===== config.mk =====
export PLATFORM = sky130hd
export DESIGN_NAME = multicycle_datapath
export DESIGN_NICKNAME = d
export VERILOG_FILES = /design/src/rtl/mips_pkg.sv /design/src/rtl/reg_file.sv /design/src/rtl/multicycle_datapath.sv
export SDC_FILE = /design/constraint.sdc
export NUM_CORES = 2
export LEC_CHECK = 0
export CAP_MARGIN = 20
export CELL_PAD_IN_SITES_DETAIL_PLACEMENT = 0
export CELL_PAD_IN_SITES_GLOBAL_PLACEMENT = 2
export CORE_ASPECT_RATIO = 1.2
export CORE_MARGIN = 4
export CORE_UTILIZATION = 46
export DETAILED_ROUTE_END_ITERATION = 8
export PLACE_DENSITY_LB_ADDON = 0.1
export SYNTH_ARGS = -nofsm -noshare
export SYNTH_HDL_FRONTEND = slang
export SYNTH_SLANG_ARGS = --single-unit
export TNS_END_PERCENT = 10

===== constraint.sdc =====
create_clock -name clk -period 16.6 [get_ports clk]
set_input_delay 4.15 -clock clk [delete_from_list [all_inputs] [get_ports clk]]
set_output_delay 4.15 -clock clk [all_outputs]
set_load 0.03 [all_outputs]

===== src/rtl/mips_pkg.sv =====
// Shared encodings for the multicycle MIPS core: ALU ops, PC / ALU-B selects,
// register address width and the immediate sign-extension helper.
package mips_pkg;

  localparam int REG_AW = 5;

  localparam logic [2:0] ALU_AND = 3'b000;
  localparam logic [2:0] ALU_OR  = 3'b001;
  localparam logic [2:0] ALU_ADD = 3'b010;
  localparam logic [2:0] ALU_SUB = 3'b110;
  localparam logic [2:0] ALU_SLT = 3'b111;

  typedef enum logic [1:0] {
    PC_ALU    = 2'b00,
    PC_ALUOUT = 2'b01,
    PC_JUMP   = 2'b10,
    PC_HOLD   = 2'b11
  } pc_src_e;

  typedef enum logic [1:0] {
    SRCB_REG     = 2'b00,
    SRCB_FOUR    = 2'b01,
    SRCB_IMM     = 2'b10,
    SRCB_IMM_SH2 = 2'b11
  } srcb_e;

  function automatic logic [31:0] sign_ext(input logic [15:0] imm);
    return {{16{imm[15]}}, imm};
  endfunction

endpackage


===== src/rtl/reg_file.sv =====
// 2-read / 1-write register file. Register 0 is hardwired to zero; reads are
// combinational, so a same-cycle write is seen only on the following cycle.
module reg_file
  import mips_pkg::*;
#(
  parameter int NUM_REGS = 32
) (
  input  logic              clk,
  input  logic              reset,
  input  logic              we,
  input  logic [REG_AW-1:0] waddr,
  input  logic [31:0]       wdata,
  input  logic [REG_AW-1:0] raddr_a,
  input  logic [REG_AW-1:0] raddr_b,
  output logic [31:0]       rdata_a,
  output logic [31:0]       rdata_b
);

  logic [31:0] regs [NUM_REGS];

  always_ff @(posedge clk) begin
    if (reset) begin
      for (int i = 0; i < NUM_REGS; i++) regs[i] <= '0;
    end else if (we && waddr != '0) begin
      regs[waddr] <= wdata;
    end
  end

  assign rdata_a = (raddr_a == '0) ? '0 : regs[raddr_a];
  assign rdata_b = (raddr_b == '0) ? '0 : regs[raddr_b];

endmodule


===== src/rtl/multicycle_datapath.sv =====
// Multicycle MIPS datapath: PC, IR, data register, A/B, ALUOut, register file
// and inline ALU, steered entirely by the control unit's strobes.
module multicycle_datapath
  import mips_pkg::*;
#(
  parameter logic [31:0] RESET_PC = 32'h0000_0000,
  parameter int          NUM_REGS = 32
) (
  input  logic        clk,
  input  logic        reset,
  input  logic        mem_to_reg,
  input  logic        reg_dest,
  input  logic        i_or_d,
  input  logic        alu_src_a,
  input  logic [1:0]  alu_src_b,
  input  logic        ir_write,
  input  logic        pc_write,
  input  logic        branch,
  input  logic        reg_write,
  input  logic [1:0]  pc_src,
  input  logic [2:0]  alu_control,
  input  logic [31:0] mem_rdata,
  output logic [5:0]  opcode,
  output logic [5:0]  funct,
  output logic [31:0] mem_addr,
  output logic [31:0] mem_wdata,
  output logic        zero_o
);

  logic [31:0] pc, ir, mdr, a_q, b_q, alu_out;
  logic [31:0] rd_a, rd_b, src_a, src_b, alu_res, imm, pc_next;
  logic [REG_AW-1:0] waddr;
  logic [31:0] wdata;
  logic        pc_en;

  assign imm    = sign_ext(ir[15:0]);
  assign opcode = ir[31:26];
  assign funct  = ir[5:0];

  // Write port decodes from the current IR, so a same-cycle IR load does not
  // affect the destination of an in-flight writeback.
  assign waddr = reg_dest ? ir[15:11] : ir[20:16];
  assign wdata = mem_to_reg ? mdr : alu_out;

  reg_file #(.NUM_REGS(NUM_REGS)) u_rf (
    .clk     (clk),
    .reset   (reset),
    .we      (reg_write),
    .waddr   (waddr),
    .wdata   (wdata),
    .raddr_a (ir[25:21]),
    .raddr_b (ir[20:16]),
    .rdata_a (rd_a),
    .rdata_b (rd_b)
  );

  assign src_a = alu_src_a ? a_q : pc;

  always_comb begin
    src_b = b_q;
    case (alu_src_b)
      SRCB_REG:     src_b = b_q;
      SRCB_FOUR:    src_b = 32'd4;
      SRCB_IMM:     src_b = imm;
      SRCB_IMM_SH2: src_b = {imm[29:0], 2'b00};
      default:      src_b = b_q;
    endcase
  end

  always_comb begin
    alu_res = '0;
    case (alu_control)
      ALU_ADD: alu_res = src_a + src_b;
      ALU_SUB: alu_res = src_a - src_b;
      ALU_AND: alu_res = src_a & src_b;
      ALU_OR:  alu_res = src_a | src_b;
      ALU_SLT: alu_res = {31'd0, $signed(src_a) < $signed(src_b)};
      default: alu_res = '0;
    endcase
  end

  assign zero_o = (alu_res == '0);
  assign pc_en  = pc_write | (branch & zero_o);

  always_comb begin
    pc_next = pc;
    case (pc_src)
      PC_ALU:    pc_next = alu_res;
      PC_ALUOUT: pc_next = alu_out;
      PC_JUMP:   pc_next = {pc[31:28], ir[25:0], 2'b00};
      PC_HOLD:   pc_next = pc;
      default:   pc_next = pc;
    endcase
  end

  always_ff @(posedge clk) begin
    if (reset) begin
      pc      <= RESET_PC;
      ir      <= '0;
      mdr     <= '0;
      a_q     <= '0;
      b_q     <= '0;
      alu_out <= '0;
    end else begin
      if (pc_en)    pc <= pc_next;
      if (ir_write) ir <= mem_rdata;
      mdr     <= mem_rdata;
      a_q     <= rd_a;
      b_q     <= rd_b;
      alu_out <= alu_res;
    end
  end

  assign mem_addr  = i_or_d ? alu_out : pc;
  assign mem_wdata = b_q;

endmodule


**Word-level counts from Yosys, hierarchy flattened**

Memories as Yosys holds them, arrays and structs flattened. A register that Yosys moved wholly into a read port is not among the register bits.
Index checks and enable logic that the tools add are counted.

- Add/subtract/negate cells: 2
- Order comparisons: 1
- Eq/ne operators: 10
- Muxes and demuxes: 15
- Bitwise logic cells: 6
- Reductions and logical operators: 13

Operator list:

| kind | count |
|---|---|
| $pmux 32 s5 | 1 |
| $mux 32 | 4 |
| $pmux 32 s4 | 1 |
| $pmux 32 s3 | 1 |
| $add 32x32->32 | 1 |
| $and 32x32->32 | 1 |
| $logic_not 32->1 | 1 |
| $lt 32x32->1 | 1 |
| $or 32x32->32 | 1 |
| $reduce_or 32->1 | 1 |
| $sub 32x32->32 | 1 |
| $logic_not 5->1 | 2 |
| $mux 5 | 2 |
| $eq 2x2->1 const B | 4 |
| $eq 3x3->1 const B | 2 |
| $mux 1 | 6 |
| $reduce_bool 5->1 | 1 |
| $eq 2x1->1 const B | 2 |
| $logic_not 2->1 | 2 |
| $reduce_or 2->1 | 2 |
| $eq 3x1->1 const B | 1 |
| $eq 3x2->1 const B | 1 |
| $logic_not 3->1 | 1 |
| $reduce_and 3->1 | 1 |
| other kinds (5) | 6 |

- Register bits after elaboration: 128
- RAM bits: 1,024
- Input port bits: 49
- Word-level logic and storage cells: 53
- Memories: 1

Memory list:

| name | words | bits a word | rd ports | clocked after memory_dff | wr ports | line | text |
|---|---|---|---|---|---|---|---|
| u_rf.regs | 32 | 32 | 2 | 2 | 32 | reg_file.sv:19 | `logic [31:0] regs [NUM_REGS];` |

**Longest topological paths before layout**

- Depth in word-level cells: 8
- Depth in mapped cells: 20
- Gate-level depth less buffers: 17

**By module**

A second synthesis with hierarchy kept.

- Cells, all modules: 5,141
- Area, all modules: 68,310.5 um^2

By module, submodules not included:

| module | times used | cells an instance | area an instance (um^2) |
|---|---|---|---|
| reg_file | 1 | 3,502 | 54,253.3 |
| multicycle_datapath | 1 | 1,639 | 14,057.2 |

**Least setup slack after synthesis**

OpenSTA, ideal clock, no wires.

- Path kind: input to output
- From: input port alu_src_a
- To: output port zero_o
- Arrival: 8.165 ns
- Required time: 12.450 ns
- Slack: 4.285 ns
- Cell stages on the path: 17
- Buffers on the path: 2
- Cell sequence: clkbuf_1 clkbuf_1 mux2_2 inv_1 ha_1 fa_1 o21ba_2 or4_1 a21oi_1 o211ai_1 o211ai_2 xnor2_1 a211oi_2 and2_1 nand4_1 nor4_4 and2_1

- Word-level cells in the longest chain between the ends: 4

RTL lines:

| element | line | text |
|---|---|---|
| from (decl) | multicycle_datapath.sv:14 | `input logic alu_src_a,` |
| $mux 32 (*) | multicycle_datapath.sv:57 | `assign src_a = alu_src_a ? a_q : pc;` |
| $sub 32x32->32 (tied with other cells) | multicycle_datapath.sv:74 | `ALU_SUB: alu_res = src_a - src_b;` |
| $pmux 32 s5 (*) | multicycle_datapath.sv:72 | `case (alu_control)` |
| $logic_not 32->1 (*) | multicycle_datapath.sv:82 | `assign zero_o = (alu_res == '0);` |
| to (decl) | multicycle_datapath.sv:27 | `output logic zero_o` |

Every way passes the cells marked *; elsewhere a longest branch is shown, timed or not.

**Worst setup path in the final report**

- From: input port alu_src_b[0]
- To: output port zero_o

- Word-level cells in the longest chain between the ends: 5

RTL lines:

| element | line | text |
|---|---|---|
| from (decl) | multicycle_datapath.sv:15 | `input logic [1:0] alu_src_b,` |
| $eq 2x2->1 (tied with other cells) | multicycle_datapath.sv:61 | `case (alu_src_b)` |
| $pmux 32 s4 (*) | multicycle_datapath.sv:61 |  |
| $sub 32x32->32 (tied with other cells) | multicycle_datapath.sv:74 |  |
| $pmux 32 s5 (*) | multicycle_datapath.sv:72 |  |
| $logic_not 32->1 (*) | multicycle_datapath.sv:82 |  |

Marked as above.

==> impl_metrics.toml <==
[global_route]
grt_max_degree = 112
antenna_found_initial = 4
gr-usage-all-layers = 0.325
grt_pass1_vias = 45600
gr-total-overflow = 0
grt_pass1_wl_um = 337000

[routing]
dr.first_iter.drc_count = 5098
ant_nets = 0
viasPerCell = 6.49
wl_um = 239000
drtPass1Iterations = 7
drcViolationCount = 0
vias = 45000
wl_per_cell_um = 34.4

[sta]
period_share = 0.891
fin_setup_tns_ns = 0
finalHoldViolCount = 0
hold_ws_ns = 0.476
max_freq_mhz = 67.6
finalCriticalPeriod_ns = 14.78
rsz0062_at_grt = "false"
setup_violations = 0
skew_ns = 0.0327
slew_headroom = 0.247
tightestPinTransition_ns = 1.11
final_max_slew_viol_count = 0

[clocking]
htreeDepth = 4
numCtsBuffers = 133
cts_resized = 0
clock_latency_ns = 0.78
cts.clk_slew.worst_paths_ns = 0.06
hold_buffers = 0
tritoncts = "done"
clockBufferDepth = 3
clock-sinks = 1216
post_cts_buffers = 0
root_buffer = "clkbuf_16"

[run_status]
outcome = "finished, final reports clean"

[die]
io_pins = 126
die_w_um = 351
die_h_um = 419
dieArea_sq_um = 147000
std_cell_rows = 150
coreArea_sq_um = 140000
start_util = 0.464

[worst_setup_path]
endpoint_kind = "output port"
cpMaxStageDelayCell = "clkdlybuf4s50_1"
crit_required_ns = 12.45
worst_ep_arrival_time_ns = 10.63
path_class = "primary input to output port"
cpPeakStageDelay_ns = 0.91
startpoint_type = "primary input"
crit_path_cell_trace = "clkdlybuf4s50_1 > buf_4 > mux2_2 > a22o_1 > ha_1 > a21oi_1 > o31ai_1 > a311o_1 > a21oi_1 > a311oi_1 > or3_1 > o41ai_2 > o2111a_1 > nor2_1 > nor2_1 > and2_1 > clkdlybuf4s50_1"
crit_fanout = 12

[logic_synthesis]
synthDistinctLibCells = 90
syn_area_per_cell_sq_um = 12.8
async_reset_ff_frac = 0
yosysMostFrequentCell = "nor2_1"
synth_top_flop_cell = "edfxtp_1"
yosysTopAreaCell = "edfxtp_1"
yosysTopAreaCellShare = 0.474
synth_cells = 5076
yosysWarnings = 0
synth_edf_count = 1024
synth_commonest_cells = "nor2_1 (1236), edfxtp_1 (1024), mux4_2 (498)"
yosysSeqAreaShare = 0.534
synth_area_sq_um = 64800
ys_seq_elements = 1216
ys_top_cells_by_area = "edfxtp_1 (47%), mux4_2 (17%), nor2_1 (7.2%)"

[finish]
area_growth_pct = 12.2
nets = 5181
layout-drive-gt1-share = 0.219

[placement]
io_buffers = 125
detailed_place_hpwl_um = 149000
gp_congestion = 0.912

[power]
leakage_nw = 24.4
p_per_area_nw_per_um2 = 106
vdd_drop_max_v = 0.000123

[run]
cap_viol_max_count = 0

[min_path]
hold_class = "register to register"
## final timing paths
kind | start | to | slack (ns) | cells after the start
hold reg to reg | pc[16] | pc[16] | 0.48 | 2
setup / recovery | alu_src_b[0] | zero_o | 1.82 | 17
hold / removal | pc[16] | pc[16] | 0.48 | 2
setup reg to reg | ir[4] | pc[6] | 10.70 | 16
## logic make-up after synthesis
group | share of synthesized area
simple gates | 0.102
flops | 0.534
mux | 0.238
buf+inv | 0.0362
compound gates | 0.0656
fa+ha+maj | 0.0224
xor+xnor | 0.00270
other cells | 0.0000579
## stage by stage
stage	utilization	std cells	area (sq um)	worst slack (ns)	power (mW)
2_1_floorplan	-	5107	64900	4.28	4.37
3_3_place_gp	0.488	6684	68200	1.66	4.89
3_5_place_dp	0.490	6693	68400	1.89	4.90
4_1_cts	0.519	6929	72500	1.84	7.71
5_1_grt	0.521	6942	72700	1.49	7.94
6_report	0.521	6943	72700	1.82	7.70
## routing by layer
metal | part of all wire | wire (um) | track usage
met5 | 0.000096 | 23 | 0
met2 | 0.49 | 117000 | 0.543
met3 | 0.084 | 20000 | 0.0617
met4 | 0.039 | 9430 | 0.119
met1 | 0.39 | 92600 | 0.424
## area by class of cell
class | instances | area, sq um
fillers | 12000 | 66900
flip-flops and latches | 1216 | 34600
multi-input cells | 3284 | 28600
clock buffers | 182 | 3660
repair buffers | 279 | 2750
well taps | 1824 | 2280
inverters | 103 | 388
clock inverters | 54 | 370
diodes | 1 | 2.50
## flip-flops by register name, indices dropped and copies added, names as in the netlist
signal,count
ir,32
u_rf.regs,1024
alu_out,32
a_q,32
mem_wdata,32
pc,32
mdr,32
## where the power goes
part / total [mW] / switching [mW] / internal (mW)
sequential: 3.54 / 0.105 / 3.43
clock: 2.83 / 1.25 / 1.58
combinational: 1.33 / 0.839 / 0.492
## worst max-delay path, delay by kind of cell
| kind | cells | cell delay [ns] |
|---|---|---|
| compound gates | 8 | 2.60 |
| buf+inv | 3 | 1.90 |
| simple gates | 4 | 1.14 |
| fa+ha+maj | 1 | 0.47 |
| mux | 1 | 0.35 |
## cells in the final DEF, fill, tap and decap left out, types with 60 or more instances in the layout
| cell | netlist | routed |
|---|---|---|
| edfxtp_1 | 1024 | 1024 |
| a221oi_1 | 76 | 76 |
| mux4_2 | 498 | 498 |
| nand2_1 | 185 | 121 |
| inv_1 | 99 | 99 |
| nand2_2 | 0 | 61 |
| mux2_2 | 141 | 141 |
| dfxtp_1 | 192 | 182 |
| buf_4 | 13 | 130 |
| clkbuf_16 | 0 | 138 |
| ha_1 | 113 | 112 |
| nor2_1 | 1236 | 1234 |
| clkdlybuf4s50_1 | 0 | 119 |
| mux2i_1 | 255 | 223 |
| o22ai_1 | 60 | 60 |
| a21oi_1 | 151 | 151 |
Power figures use the tool's default switching activity.
